`src/rtl/cpu_types_pkg.sv`:
```
// Shared datapath types and the memory-stage state encoding.
package cpu_types_pkg;

    typedef logic [31:0] word_t;
    typedef logic [4:0]  regbits_t;

    typedef enum logic [1:0] {
        IDLE   = 2'd0,
        ACCESS = 2'd1,
        HALTED = 2'd2
    } mem_state_t;

endpackage

```
`src/rtl/mem_stage_llsc_link.sv`:
```
// Load-linked / store-conditional link register (valid + address).
// Compiled only when MEM_STAGE_LLSC_EN is defined.
`ifdef MEM_STAGE_LLSC_EN
module llsc_link
    import cpu_types_pkg::*;
(
    input  logic  CLK,
    input  logic  RST,
    input  logic  set_link,
    input  word_t set_addr,
    input  logic  store_done,
    input  word_t store_addr,
    output logic  link_valid,
    output word_t link_addr
);

    // A completed ll arms the link; any completed store to the linked word disarms it.
    always_ff @(posedge CLK or posedge RST) begin
        if (RST) begin
            link_valid <= 1'b0;
            link_addr  <= 32'd0;
        end else if (set_link) begin
            link_valid <= 1'b1;
            link_addr  <= set_addr;
        end else if (store_done && link_valid && (store_addr == link_addr)) begin
            link_valid <= 1'b0;
        end
    end

endmodule
`endif

```
`src/rtl/mem_stage.sv`:
```
// Pipeline MEM stage: single-outstanding data-cache access FSM with stall.
// Optional LL/SC link support is enabled by defining MEM_STAGE_LLSC_EN.
module mem_stage
    import cpu_types_pkg::*;
(
    input  logic     CLK,
    input  logic     RST,
    input  logic     ex_valid,
    input  word_t    ex_aluOut,
    input  word_t    ex_rdat2,
    input  regbits_t ex_wsel,
    input  logic     ex_regWEN,
    input  logic     ex_MemToReg,
    input  logic     ex_dMemREN,
    input  logic     ex_dMemWEN,
    input  logic     ex_Halt,
    input  word_t    ex_pcplus4,
    input  logic     ex_ll,
    input  logic     ex_sc,
    input  logic     flush,
    output logic     dmemREN,
    output logic     dmemWEN,
    output word_t    dmemaddr,
    output word_t    dmemstore,
    input  logic     dhit,
    input  word_t    dmemload,
    output logic     stall,
    output logic     wb_valid,
    output word_t    wb_wdat,
    output regbits_t wb_wsel,
    output logic     wb_regWEN,
    output word_t    wb_pcplus4,
    output logic     wb_halt
);

    mem_state_t state;
    word_t      req_addr, req_data, req_pcplus4;
    regbits_t   req_wsel;
    logic       req_regwen, req_ren, req_wen, req_sc;
    logic       accept_s, is_rd_s, is_wr_s, mem_op_s, sc_pass_s, sc_fail_s;
    logic       unused_s;

    // Write-back source is chosen from the op type, so MemToReg carries no extra information here.
    assign unused_s = ex_MemToReg;
    assign accept_s = (state == IDLE) && ex_valid && !flush;

`ifdef MEM_STAGE_LLSC_EN
    logic  link_valid, req_ll;
    word_t link_addr;

    assign sc_pass_s = ex_sc && link_valid && (link_addr == ex_aluOut);
    assign sc_fail_s = ex_sc && !sc_pass_s;

    llsc_link u_llsc_link (
        .CLK        (CLK),
        .RST        (RST),
        .set_link   ((state == ACCESS) && dhit && req_ren && req_ll),
        .set_addr   (req_addr),
        .store_done ((state == ACCESS) && dhit && req_wen),
        .store_addr (req_addr),
        .link_valid (link_valid),
        .link_addr  (link_addr)
    );
`else
    assign sc_pass_s = 1'b0;
    assign sc_fail_s = 1'b0;
`endif

    // A failed sc turns into a plain ALU-style completion with no memory traffic.
    assign is_rd_s  = ex_dMemREN || ex_ll;
    assign is_wr_s  = !is_rd_s && (ex_dMemWEN || ex_sc) && !sc_fail_s;
    assign mem_op_s = is_rd_s || is_wr_s;

    assign dmemREN   = (state == ACCESS) && req_ren;
    assign dmemWEN   = (state == ACCESS) && req_wen;
    assign dmemaddr  = req_addr;
    assign dmemstore = req_data;

    // Stall is combinational so upstream freezes in the same cycle a memory op is offered.
    always_comb begin
        stall = 1'b0;
        case (state)
            IDLE:    stall = accept_s && !ex_Halt && mem_op_s;
            ACCESS:  stall = !dhit;
            HALTED:  stall = 1'b1;
            default: stall = 1'b0;
        endcase
    end

    // State, request capture and MEM/WB register update.
    always_ff @(posedge CLK or posedge RST) begin
        if (RST) begin
            state       <= IDLE;
            req_addr    <= 32'd0;
            req_data    <= 32'd0;
            req_pcplus4 <= 32'd0;
            req_wsel    <= 5'd0;
            req_regwen  <= 1'b0;
            req_ren     <= 1'b0;
            req_wen     <= 1'b0;
            req_sc      <= 1'b0;
`ifdef MEM_STAGE_LLSC_EN
            req_ll      <= 1'b0;
`endif
            wb_valid    <= 1'b0;
            wb_wdat     <= 32'd0;
            wb_wsel     <= 5'd0;
            wb_regWEN   <= 1'b0;
            wb_pcplus4  <= 32'd0;
            wb_halt     <= 1'b0;
        end else begin
            case (state)
                IDLE: begin
                    if (!accept_s) begin
                        wb_valid <= 1'b0;
                    end else if (ex_Halt) begin
                        wb_valid   <= 1'b1;
                        wb_wdat    <= ex_aluOut;
                        wb_wsel    <= ex_wsel;
                        wb_regWEN  <= ex_regWEN;
                        wb_pcplus4 <= ex_pcplus4;
                        wb_halt    <= 1'b1;
                        state      <= HALTED;
                    end else if (mem_op_s) begin
                        req_addr    <= ex_aluOut;
                        req_data    <= ex_rdat2;
                        req_pcplus4 <= ex_pcplus4;
                        req_wsel    <= ex_wsel;
                        req_regwen  <= ex_regWEN;
                        req_ren     <= is_rd_s;
                        req_wen     <= is_wr_s;
                        req_sc      <= sc_pass_s;
`ifdef MEM_STAGE_LLSC_EN
                        req_ll      <= ex_ll;
`endif
                        wb_valid    <= 1'b0;
                        state       <= ACCESS;
                    end else begin
                        wb_valid   <= 1'b1;
                        wb_wdat    <= sc_fail_s ? 32'd0 : ex_aluOut;
                        wb_wsel    <= ex_wsel;
                        wb_regWEN  <= ex_regWEN;
                        wb_pcplus4 <= ex_pcplus4;
                    end
                end
                ACCESS: begin
                    if (dhit) begin
                        wb_valid   <= 1'b1;
                        wb_wdat    <= req_ren ? dmemload : (req_sc ? 32'd1 : req_addr);
                        wb_wsel    <= req_wsel;
                        wb_regWEN  <= req_regwen;
                        wb_pcplus4 <= req_pcplus4;
                        state      <= IDLE;
                    end else begin
                        wb_valid <= 1'b0;
                    end
                end
                HALTED: begin
                    wb_valid <= 1'b0;
                end
                default: begin
                    wb_valid <= 1'b0;
                    state    <= IDLE;
                end
            endcase
        end
    end

endmodule
```
`config.mk`:
```
export PLATFORM = sky130hd
export DESIGN_NAME = mem_stage
export DESIGN_NICKNAME = d
export VERILOG_FILES = /design/src/rtl/cpu_types_pkg.sv /design/src/rtl/mem_stage_llsc_link.sv /design/src/rtl/mem_stage.sv
export SDC_FILE = /design/constraint.sdc
export NUM_CORES = 1
export LEC_CHECK = 0
export BUFFER_PORTS_ARGS = -buffer_cell sky130_fd_sc_hd__buf_2
export CAP_MARGIN = 25
export CORE_MARGIN = 2
export CORE_UTILIZATION = 40
export DETAILED_ROUTE_END_ITERATION = 16
export HOLD_SLACK_MARGIN = 0.15
export PLACE_DENSITY_LB_ADDON = 0.25
export SLEW_MARGIN = 20
export SYNTH_ARGS = -nofsm -noshare
export SYNTH_HDL_FRONTEND = slang
export SYNTH_SLANG_ARGS = --single-unit
```
`constraint.sdc`:
```
create_clock -name CLK -period 15.9 [get_ports CLK]
set_input_delay 2.385 -clock CLK [delete_from_list [all_inputs] [get_ports CLK]]
set_output_delay 2.385 -clock CLK [all_outputs]
set_load 0.03 [all_outputs]
```
==> metrics.txt, run 1 <==
die width 146.1 um; DIE HEIGHT 146.1 um; measured slew at the worst slew-check pin 0.8407 ns; Worst EP arrival 3.39 ns; Util after Layout 52.21%; drt pass-1 iters 6; DRC 0; CTS buffer count 17; Core ar. 19650 um2; RSZ-0062 raised after global routing false; Worst Path Max Fanout 2; most common cell after layout, fill and taps aside buf_2; gpl congestion 0.7496; vias in the first global route 5359; Initial Utilization 41.09%; Via Count 5254; worst path bufs/invs 2; CTS Sinks 178; Final Hold Vio Count 0; post-CTS sizing 0; layout net count 966; Lkg Pwr 5.291 nW; Peak Freq 173.2 MHz; critical path launch point type input port; Longest Clk Path Bufs 2; Syn Area/Cell 14.71 um2; reg2reg setup slack 12.87 ns; final worst slack 10.13 ns; Total GRT Usage 16.83%; Post-Layout Cell Count 1100; pin count of the biggest net entering global routing 107; CP dominant cell by count buf_2; Final Skew 0.01096 ns; Clock power frac 19.4%; row count 51; top cell type's share of synthesized area 55.15%; metal2 WL 8.803 mm; final hold slack 0.4588 ns; Gate power share 44.2%; CTS tree done; fraction of layout cells with a size suffix above 1 61.99%; Switch Pwr 0.0008821 W; Syn Nets 694; global-route wire length before repair 28.72 mm; Reg clk slew, reported paths 0.07 ns; clock root buffer clkbuf_16; Critical Path Slowest Stage Cell nor4_2; wire length on met3 1.089 mm; Mapped Cells 549; initial antenna violation count 1; hold crit path type reg2reg; post-CTS setup buffers 0; Seq/Total Area, Yosys 55.15%; Switching Share 40.34%; Seq pwr share 36.4%; max-slew violations 0; grt total ovfl 0; Synth area leaders dfrtp_1, mux2_2, mux2_4; Hold Buf Count CTS 0; P per Cell Area 213.1 nW/um2; status finished clean; Fin Setup TNS 0 ns; DRT antenna net count 0; commonest non-fill, non-tap cells in the layout buf_2, dfrtp_1, mux2_2; CTS H-tree lvls 4; Seq cells post-synth 178; largest stage delay on the critical path 0.35 ns; 1st-iter DRT viols 156; largest area contributor in the netlist dfrtp_1; Yosys cell types 23; Crit Path Class in2out; Req. time, crit path 13.52 ns; worst slack at placement 10.12 ns; VDD IR max 105.5 uV; Layout area overhead 27.05%; post-route minimum period 5.774 ns; PortBufs 282; top sig layer met4; placed cells 1065; Rel. slew slack 43.95%; yosys warns 0; Die ar. 21340 um2; CP Cell Sequence buf_2 -> nor4_2 -> nor3b_2 -> a211o_1 -> buf_2; Layout fillers 1794; wire length per cell 16.23 um; mapped cell area 8076 um2; critical path endpoint category primary output; Pint 0.001305 W; Setup-failing EPs final 0; crit share post-route 36.31%; Max-cap violations 0; met1 WL 7.756 mm; # IOs 284; Skew-Pair Late Insertion Delay 0.42 ns; cell class contributing the biggest share of worst-path delay simple AND/OR/NAND/NOR gates; HPWL Detailed 12.26 mm; total wire length 17.85 mm; via/cell ratio 4.776
==> logic make-up after synthesis <==
| logic type | Yosys count | share of synthesized area (%) |
|---|---|---|
| AO/OA/AOI/OAI | 39 | 2.494 |
| AND/OR/NAND/NOR | 47 | 2.711 |
| multiplexers | 242 | 35.89 |
| buffers and inverters | 43 | 3.749 |
| flip-flops | 178 | 55.15 |
==> power groups by stage <==
stage,registers (W),logic (W),clock network [W]
after floorplan,0.00114,0.000360,0
after global placement,0.000796,0.000968,0
after detailed placement,0.000804,0.000977,0
after CTS,0.000799,0.000978,0.000438
after global routing,0.000830,0.00102,0.000458
final,0.000796,0.000966,0.000425
==> routing by layer <==
layer	vias up	track usage [%]
li1	2494	-
met1	2600	21.35
met2	148	28.11
met3	12	4.656
met4	0	5.291
met5	-	0
==> cell usage after synthesis <==
master / n
a211o_1: 1
a21o_1: 1
a21oi_1: 4
buf_1: 1
buf_2: 8
buf_4: 11
buf_6: 12
clkbuf_1: 5
dfrtp_1: 178
inv_1: 6
mux2_1: 22
mux2_2: 131
mux2_4: 57
mux2i_1: 32
nand2_1: 33
nand2b_1: 1
nor2_1: 7
nor3_1: 1
nor3b_1: 2
nor4_2: 1
nor4b_4: 1
o21ai_0: 33
or3_1: 1
==> state kept, by name (all words and copies together), names as in the netlist <==
| register | cells |
|---|---|
| req_wen | 1 |
| req_wsel | 5 |
| req_ren | 1 |
| dmemstore | 32 |
| req_regwen | 1 |
| wb_regWEN | 1 |
| state | 2 |
| wb_pcplus4 | 32 |
| wb_wdat | 32 |
| wb_valid | 1 |
| dmemaddr | 32 |
| wb_halt | 1 |
| req_pcplus4 | 32 |
| wb_wsel | 5 |
==> cell type report <==
cell class / instances / area, um2 / area share (%)
diodes: 1 / 2.502 / 0.02439
clock buffers: 17 / 425.4 / 4.146
clock inverters: 15 / 170.2 / 1.658
inverters: 6 / 27.53 / 0.2683
multi-input cells: 328 / 3337 / 32.52
flip-flops and latches: 178 / 4456 / 43.42
well taps: 265 / 331.6 / 3.231
repair buffers: 290 / 1511 / 14.73
==> per-stage QoR <==
step                total power, W  cell area, um2
finish                    0.002187           10260
global route              0.002307           10260
CTS                       0.002215           10200
detailed placement        0.001781            9608
global placement          0.001764            9608
floorplan                 0.001500            8077
==> path summary, 6_finish.rpt <==
path	startpoint	depth (start not counted)	endpoint
min in group asynchronous	RST	2	wb_pcplus4[3]
worst min register to register	wb_halt	1	wb_halt
worst max-delay path	ex_ll	5	stall
worst min-delay path	wb_halt	1	wb_halt
worst max register to register	state[0]	5	dmemaddr[31]
max in group asynchronous	RST	5	dmemaddr[0]
(Power assumes the default switching activity.)
==> run 2, diff against run 1 <==
Clock period 15.9 ns to 5.5 ns, I/O delays scaled along.
==> run 2 against run 1 <==
Net effect: setup slack lost 7.5 ns; final area shrank 0.18%; via count grew 0.11%; register-to-register slack lost 10 ns; routed wire length grew 3.6%; utilization shrank 0.095 points; worst hold slack lost 0.0045 ns; critical path depth shrank 1; first-iteration DRC count grew 43%; non-clock buffer count shrank 3; highest routed layer is now met5.
==> metrics.txt, run 2 (synthesized netlist as in run 1, its figures left out) <==
critical path launch point type flip-flop (was input port); Layout area overhead 26.82% (was 27.05%); Crit Path Class reg2out (was in2out); CTS buffer count 17 (unchanged); final worst slack 2.644 ns (was 10.13 ns); via/cell ratio 4.799 (was 4.776); Setup-failing EPs final 0 (unchanged); Reg clk slew, reported paths 0.08 ns (was 0.07 ns); row count 51 (unchanged); Hold Buf Count CTS 0 (unchanged); clock root buffer clkbuf_16 (unchanged); wire length per cell 16.88 um (was 16.23 um); die width 146.1 um (unchanged); Final Skew 0.01416 ns (was 0.01096 ns); pin count of the biggest net entering global routing 179 (was 107); RSZ-0062 raised after global routing false (unchanged); Total GRT Usage 17.31% (was 16.83%); gpl congestion 0.7890 (was 0.7496); DRT antenna net count 0 (unchanged); status finished clean (unchanged); post-route minimum period 2.856 ns; fraction of layout cells with a size suffix above 1 61.85% (was 61.99%); Max-cap violations 0 (unchanged); max-slew violations 0 (unchanged); CTS H-tree lvls 4 (unchanged); critical path endpoint category primary output (unchanged); Core ar. 19650 um2 (unchanged); measured slew at the worst slew-check pin 1.004 ns (was 0.8407 ns); final hold slack 0.4543 ns (was 0.4588 ns); worst slack at placement 2.391 ns (was 10.12 ns); Initial Utilization 41.09% (unchanged); total power 0.006371 W (was 0.002187 W); Worst EP arrival 2.03 ns (was 3.39 ns); post-CTS sizing 0 (unchanged); VDD IR max 267.3 uV (was 105.5 uV); PortBufs 282 (unchanged); Skew-Pair Late Insertion Delay 0.42 ns (about the same); vias in the first global route 5246 (was 5359); Fin Setup TNS 0 ns (unchanged); Via Count 5260 (was 5254); Lkg Pwr 5.281 nW (was 5.291 nW); P per Cell Area 622.0 nW/um2 (was 213.1 nW/um2); Rel. slew slack 33.08% (was 43.95%); Req. time, crit path 4.68 ns (was 13.52 ns); Longest Clk Path Bufs 2 (unchanged); Die ar. 21340 um2 (unchanged); CTS Sinks 178 (unchanged); post-CTS setup buffers 0 (unchanged); initial antenna violation count 1 (unchanged); Peak Freq 350.1 MHz; HPWL Detailed 12.37 mm (was 12.26 mm); # diodes 0 (was 1); hold crit path type reg2reg (unchanged); DRC 0 (unchanged); CTS tree done (unchanged); layout net count 963 (was 966); # IOs 284 (unchanged); Util after Layout 52.11% (was 52.21%); most common cell after layout, fill and taps aside buf_2 (unchanged); Final Hold Vio Count 0 (unchanged); commonest non-fill, non-tap cells in the layout buf_2, dfrtp_1, mux2_2 (unchanged); 1st-iter DRT viols 223 (was 156); crit share post-route 51.93%; drt pass-1 iters 4 (was 6); grt total ovfl 0 (unchanged); DIE HEIGHT 146.1 um (unchanged); Worst Path Max Fanout 65 (was 2); global-route wire length before repair 29.26 mm (was 28.72 mm); total wire length 18.50 mm (was 17.85 mm)
run 2: cell count changes in the layout (fill, tap and decap cells not counted), sizes merged:
cell,previous run,this run
diode,1,0
clkinvlp,3,1
clkinv,3,6
inv,13,12
buf,290,287
run 2: metrics by stage:
stage / instance area (um2) / std cells
floorplan: 8080 / 549
global placement: 9624 / 1064
detailed placement: 9624 / 1064
CTS: 10240 / 1096
global route: 10240 / 1096
finish: 10240 / 1096
run 2: report_power, final:
| part | leakage (nW) | internal, W | switching [W] |
|---|---|---|---|
| Combinational | 2.84 | 0.00113 | 0.00167 |
| Clock | 0.304 | 0.000695 | 0.000576 |
| Sequential | 2.14 | 0.00196 | 0.000345 |
| Total | 5.28 | 0.00378 | 0.00259 |
run 2: area by class of cell:
type	count	area (um2)
clock inverters	15	192.7
flip-flops and latches	178	4456
multi-input cells	328	3337
well taps	265	331.6
inverters	6	26.28
fillers	1788	9412
repair buffers	287	1474
clock buffers	17	425.4
run 2: final timing paths:
kind,depth (start not counted),end,startpoint,slack (ns)
worst max-delay path,4,stall,state[1],2.64
worst min-delay path,1,wb_halt,wb_halt,0.45
worst max register to register,5,wb_wdat[13],state[0],2.84
worst min register to register,1,wb_halt,wb_halt,0.45
max in group asynchronous,3,wb_wdat[28],RST,4.08
min in group asynchronous,3,dmemstore[0],RST,0.63
run 2: worst max-delay path: stages (launching register included):
cell and delay, ns:
dfrtp_1 0.48, nand2b_4 0.61, nor2_1 0.08, a211o_1 0.26, buf_2 0.18
run 2: metal layers:
layer	wire length, um	track usage, %
met2	9151	29.43
met4	174	4.466
met5	13	0
met3	1111	5.438
met1	8045	21.49
==> run 3, diff against run 2 <==
Settings changed: ABC_AREA from default to 1.
Clock period 5.5 ns to 2.97 ns, I/O delays scaled along.
==> run 3 against run 2 <==
Net effect: critical path depth is 2 higher; sequential share of layout area down 1.7 points; clock skew shrank 0.0077 ns; sequential cell count is the same; routed wire length is 44% higher; first-iteration DRC count grew to 2.6 times the previous value; global-route usage grew 6.9 points; final area grew 4.1%; count of clock-buffer cells in the layout is 3 higher; critical endpoint unchanged; largest cell class unchanged.
==> metrics.txt, run 3 <==
fraction of layout cells with a size suffix above 1 25.18% (was 61.85%); CTS Sinks 178 (unchanged); start point of the worst hold path ex_rdat2[8] (was wb_halt); busiest grt layer met2 (unchanged); reg2reg setup slack 0.60 ns (was 2.84 ns); largest stage delay on the critical path 0.44 ns (was 0.61 ns); Initial Utilization 40.49% (was 41.09%); Longest Clk Path Bufs 2 (unchanged); yosys warns 0 (unchanged); Switch Pwr 0.005343 W (was 0.002591 W); R2R Path End wb_wdat[5] (was wb_wdat[13]); Seq pwr share 36.3% (was 36.1%); Critical Path Slowest Stage Cell dfrtp_1 (was nand2b_4); Reg clk slew, reported paths 0.07 ns (was 0.08 ns); gpl congestion 0.8030 (was 0.7890); Req. time, crit path 2.52 ns (was 4.68 ns); Total GRT Usage 24.17% (was 17.31%); HPWL Detailed 16.35 mm (was 12.37 mm); CP Cell Sequence inv_2 -> nand2_1 -> nor2_4 -> nand3_4 -> o211ai_1 -> buf_2 (was nand2b_4 -> nor2_1 -> a211o_1 -> buf_2); DIE HEIGHT 149.2 um (was 146.1 um); Worst Hold End dmemstore[8] (was wb_halt); die width 149.2 um (was 146.1 um); met1 usage 31.95% (was 21.49%); Worst EP arrival 2.02 ns (was 2.03 ns); post-CTS setup buffers 0 (unchanged); multi-input logic area 3605 um2 (was 3337 um2); Worst Path Max Fanout 17 (was 65); grt total ovfl 0 (unchanged); CTS H-tree lvls 4 (unchanged); critical path launch point type flip-flop (unchanged); # IOs 284 (unchanged); post-route minimum period 2.463 ns; Mapped Cells 1124 (was 549); Yosys cell types 17 (was 23); mapped cell area 8432 um2 (was 8076 um2); Synth Flop Type dfrtp_1 (unchanged); Finished Cell Area 10670 um2 (was 10240 um2); VDD IR max 460.5 uV (was 267.3 uV); PortBufs 282 (unchanged); RSZ-0062 raised after global routing false (unchanged); WHS Path Cells 3 (was 1); Seq cells post-synth 178 (unchanged); Via Count 8382 (was 5260); dpl cell area 10080 um2 (was 9624 um2); DRC 0 (unchanged); hold crit path type in2reg (was reg2reg); crit share post-route 82.94%; Crit Path Class reg2out (unchanged); Switching Share 46.68% (was 40.67%); largest area contributor in the netlist dfrtp_1 (unchanged); DRT antenna net count 0 (unchanged); CTS tree done (unchanged); initial antenna violation count 2 (was 1); cell class contributing the biggest share of worst-path delay simple AND/OR/NAND/NOR gates (unchanged); commonest non-fill, non-tap cells in the layout nand2_1, buf_2, dfrtp_1 (was buf_2, dfrtp_1, mux2_2); Seq. cell area 4454 um2 (was 4456 um2); Gate power share 44.4% (was 43.9%); 1st-iter DRT viols 587 (was 223); Final Hold Vio Count 0 (unchanged); status finished clean (unchanged); drt pass-1 iters 5 (was 4); Layout fillers 2092 (was 1788); Max-cap violations 0 (unchanged); Peak Freq 405.9 MHz; most common library cells after synthesis nand2_1, dfrtp_1, nand4_1 (was dfrtp_1, mux2_2, mux2_4); Die ar. 22260 um2 (was 21340 um2); grt met2 use 38.85% (was 29.43%); measured slew at the worst slew-check pin 0.8507 ns (was 1.004 ns); Seq/Total Area, Yosys 52.83% (was 55.15%); via/cell ratio 5.080 (was 4.799); Rel. slew slack 43.29% (was 33.08%); Fin Setup TNS 0 ns (unchanged); Setup-failing EPs final 0 (unchanged); Pint 0.006103 W (was 0.003780 W); top cell type's share of synthesized area 52.83% (was 55.15%); Lkg Pwr 6.214 nW (was 5.281 nW); Syn Area/Cell 7.502 um2 (was 14.71 um2); worst r2r src state[0] (unchanged); Post-synth EDFFs 0 (unchanged); Core ar. 20820 um2 (was 19650 um2); Layout area overhead 26.49% (was 26.82%); vias in the first global route 8114 (was 5246); R2R depth 8 (was 5); Synth area leaders dfrtp_1, nand2_1, nand4_1 (was dfrtp_1, mux2_2, mux2_4); critical path endpoint category primary output (unchanged); total wire length 26.58 mm (was 18.50 mm); most common cell after layout, fill and taps aside nand2_1 (was buf_2); layout net count 1506 (was 963); wire length per cell 16.11 um (was 16.88 um); met3 usage 5.657% (was 5.438%); CTS buffer count 17 (unchanged); count leader, synth nand2_1 (was dfrtp_1); Final Skew 0.006480 ns (was 0.01416 ns); global-route wire length before repair 42.48 mm (was 29.26 mm); clock root buffer clkbuf_16 (unchanged); async set-reset flop share out of synthesis 100.0% (unchanged); worst path bufs/invs 2 (was 1); Syn Nets 1269 (was 694); final hold slack 0.2618 ns (was 0.4543 ns); Skew-Pair Late Insertion Delay 0.43 ns (was 0.42 ns); Clock power frac 19.3% (was 19.9%); row count 53 (was 51); P per Cell Area 1073 nW/um2 (was 622.0 nW/um2); pin count of the biggest net entering global routing 106 (was 179); max-slew violations 0 (unchanged)
-- run 3: cell types whose count changed after synthesis, sizes merged, moves of 22 or more --
cell	previous run	this run
clkbuf	5	32
buf	32	54
nand4	0	104
mux2i	32	0
nand3	0	72
nand2	33	664
o21ai	33	1
mux2	210	0
-- run 3: per-layer routing --
metal / up-vias / part of all wire [%]
met4: 0 / 2.5
met2: 311 / 46
li1: 4077 / -
met1: 3953 / 44
met3: 41 / 6.9
met5: - / 0
-- run 3: logic make-up after synthesis --
family,share of synthesized area (%)
and+or+nand+nor,42.25
buffers and inverters,4.778
DFF,52.83
AOI/OAI and AO/OA,0.1484
-- run 3: worst min-delay path, stage by stage --
cell	delay [ns]
buf_2	0.08
nand4_1	0.08
nand2_1	0.07
-- run 3: what timing repair did --
item                       4_1_cts  5_1_grt
setup endpoints to repair        0        0
hold buffers                     1        0
resized for setup                0        0
hold endpoints to repair        18        0
-- run 3: worst max-delay path by stage --
stage	start	endpoint	slack, ns	depth (start not counted)
after global routing	state[1]	stall	0.37	6
after global placement	state[0]	wb_wdat[8]	0.62	8
final	state[0]	stall	0.51	6
after CTS	state[1]	stall	0.47	6
after floorplan	RST	dmemaddr[0]	0.24	1
after detailed placement	state[1]	wb_wdat[5]	0.58	8
-- run 3: layout make-up --
cell class,instances,area share [%]
clock buffers,20,4.188
well taps,275,3.226
inverters,9,0.3519
repair buffers,304,15.51
clock inverters,12,1.138
flip-flops and latches,178,41.76
multi-input cells,851,33.80
diodes,1,0.02346
-- run 3: per-stage QoR --
step | worst slack, ns | total power [W] | util (%) | instances
6_report | 0.5065 | 0.01145 | 51.22 | 1650
5_1_grt | 0.3716 | 0.01221 | 51.21 | 1649
4_1_cts | 0.4718 | 0.01153 | 51.21 | 1649
3_5_place_dp | 0.5787 | 0.009294 | 48.43 | 1616
3_3_place_gp | 0.6168 | 0.009215 | 48.43 | 1616
2_1_floorplan | 0.2439 | 0.007605 | - | 1124
-- run 3: power groups by stage --
| stage | logic [W] | clock network, W | registers (W) |
|---|---|---|---|
| 2_1_floorplan | 0.00182 | 0 | 0.00579 |
| 3_3_place_gp | 0.00506 | 0 | 0.00415 |
| 3_5_place_dp | 0.00512 | 0 | 0.00417 |
| 4_1_cts | 0.00512 | 0.00226 | 0.00415 |
| 5_1_grt | 0.00556 | 0.00237 | 0.00428 |
| 6_report | 0.00508 | 0.00221 | 0.00416 |
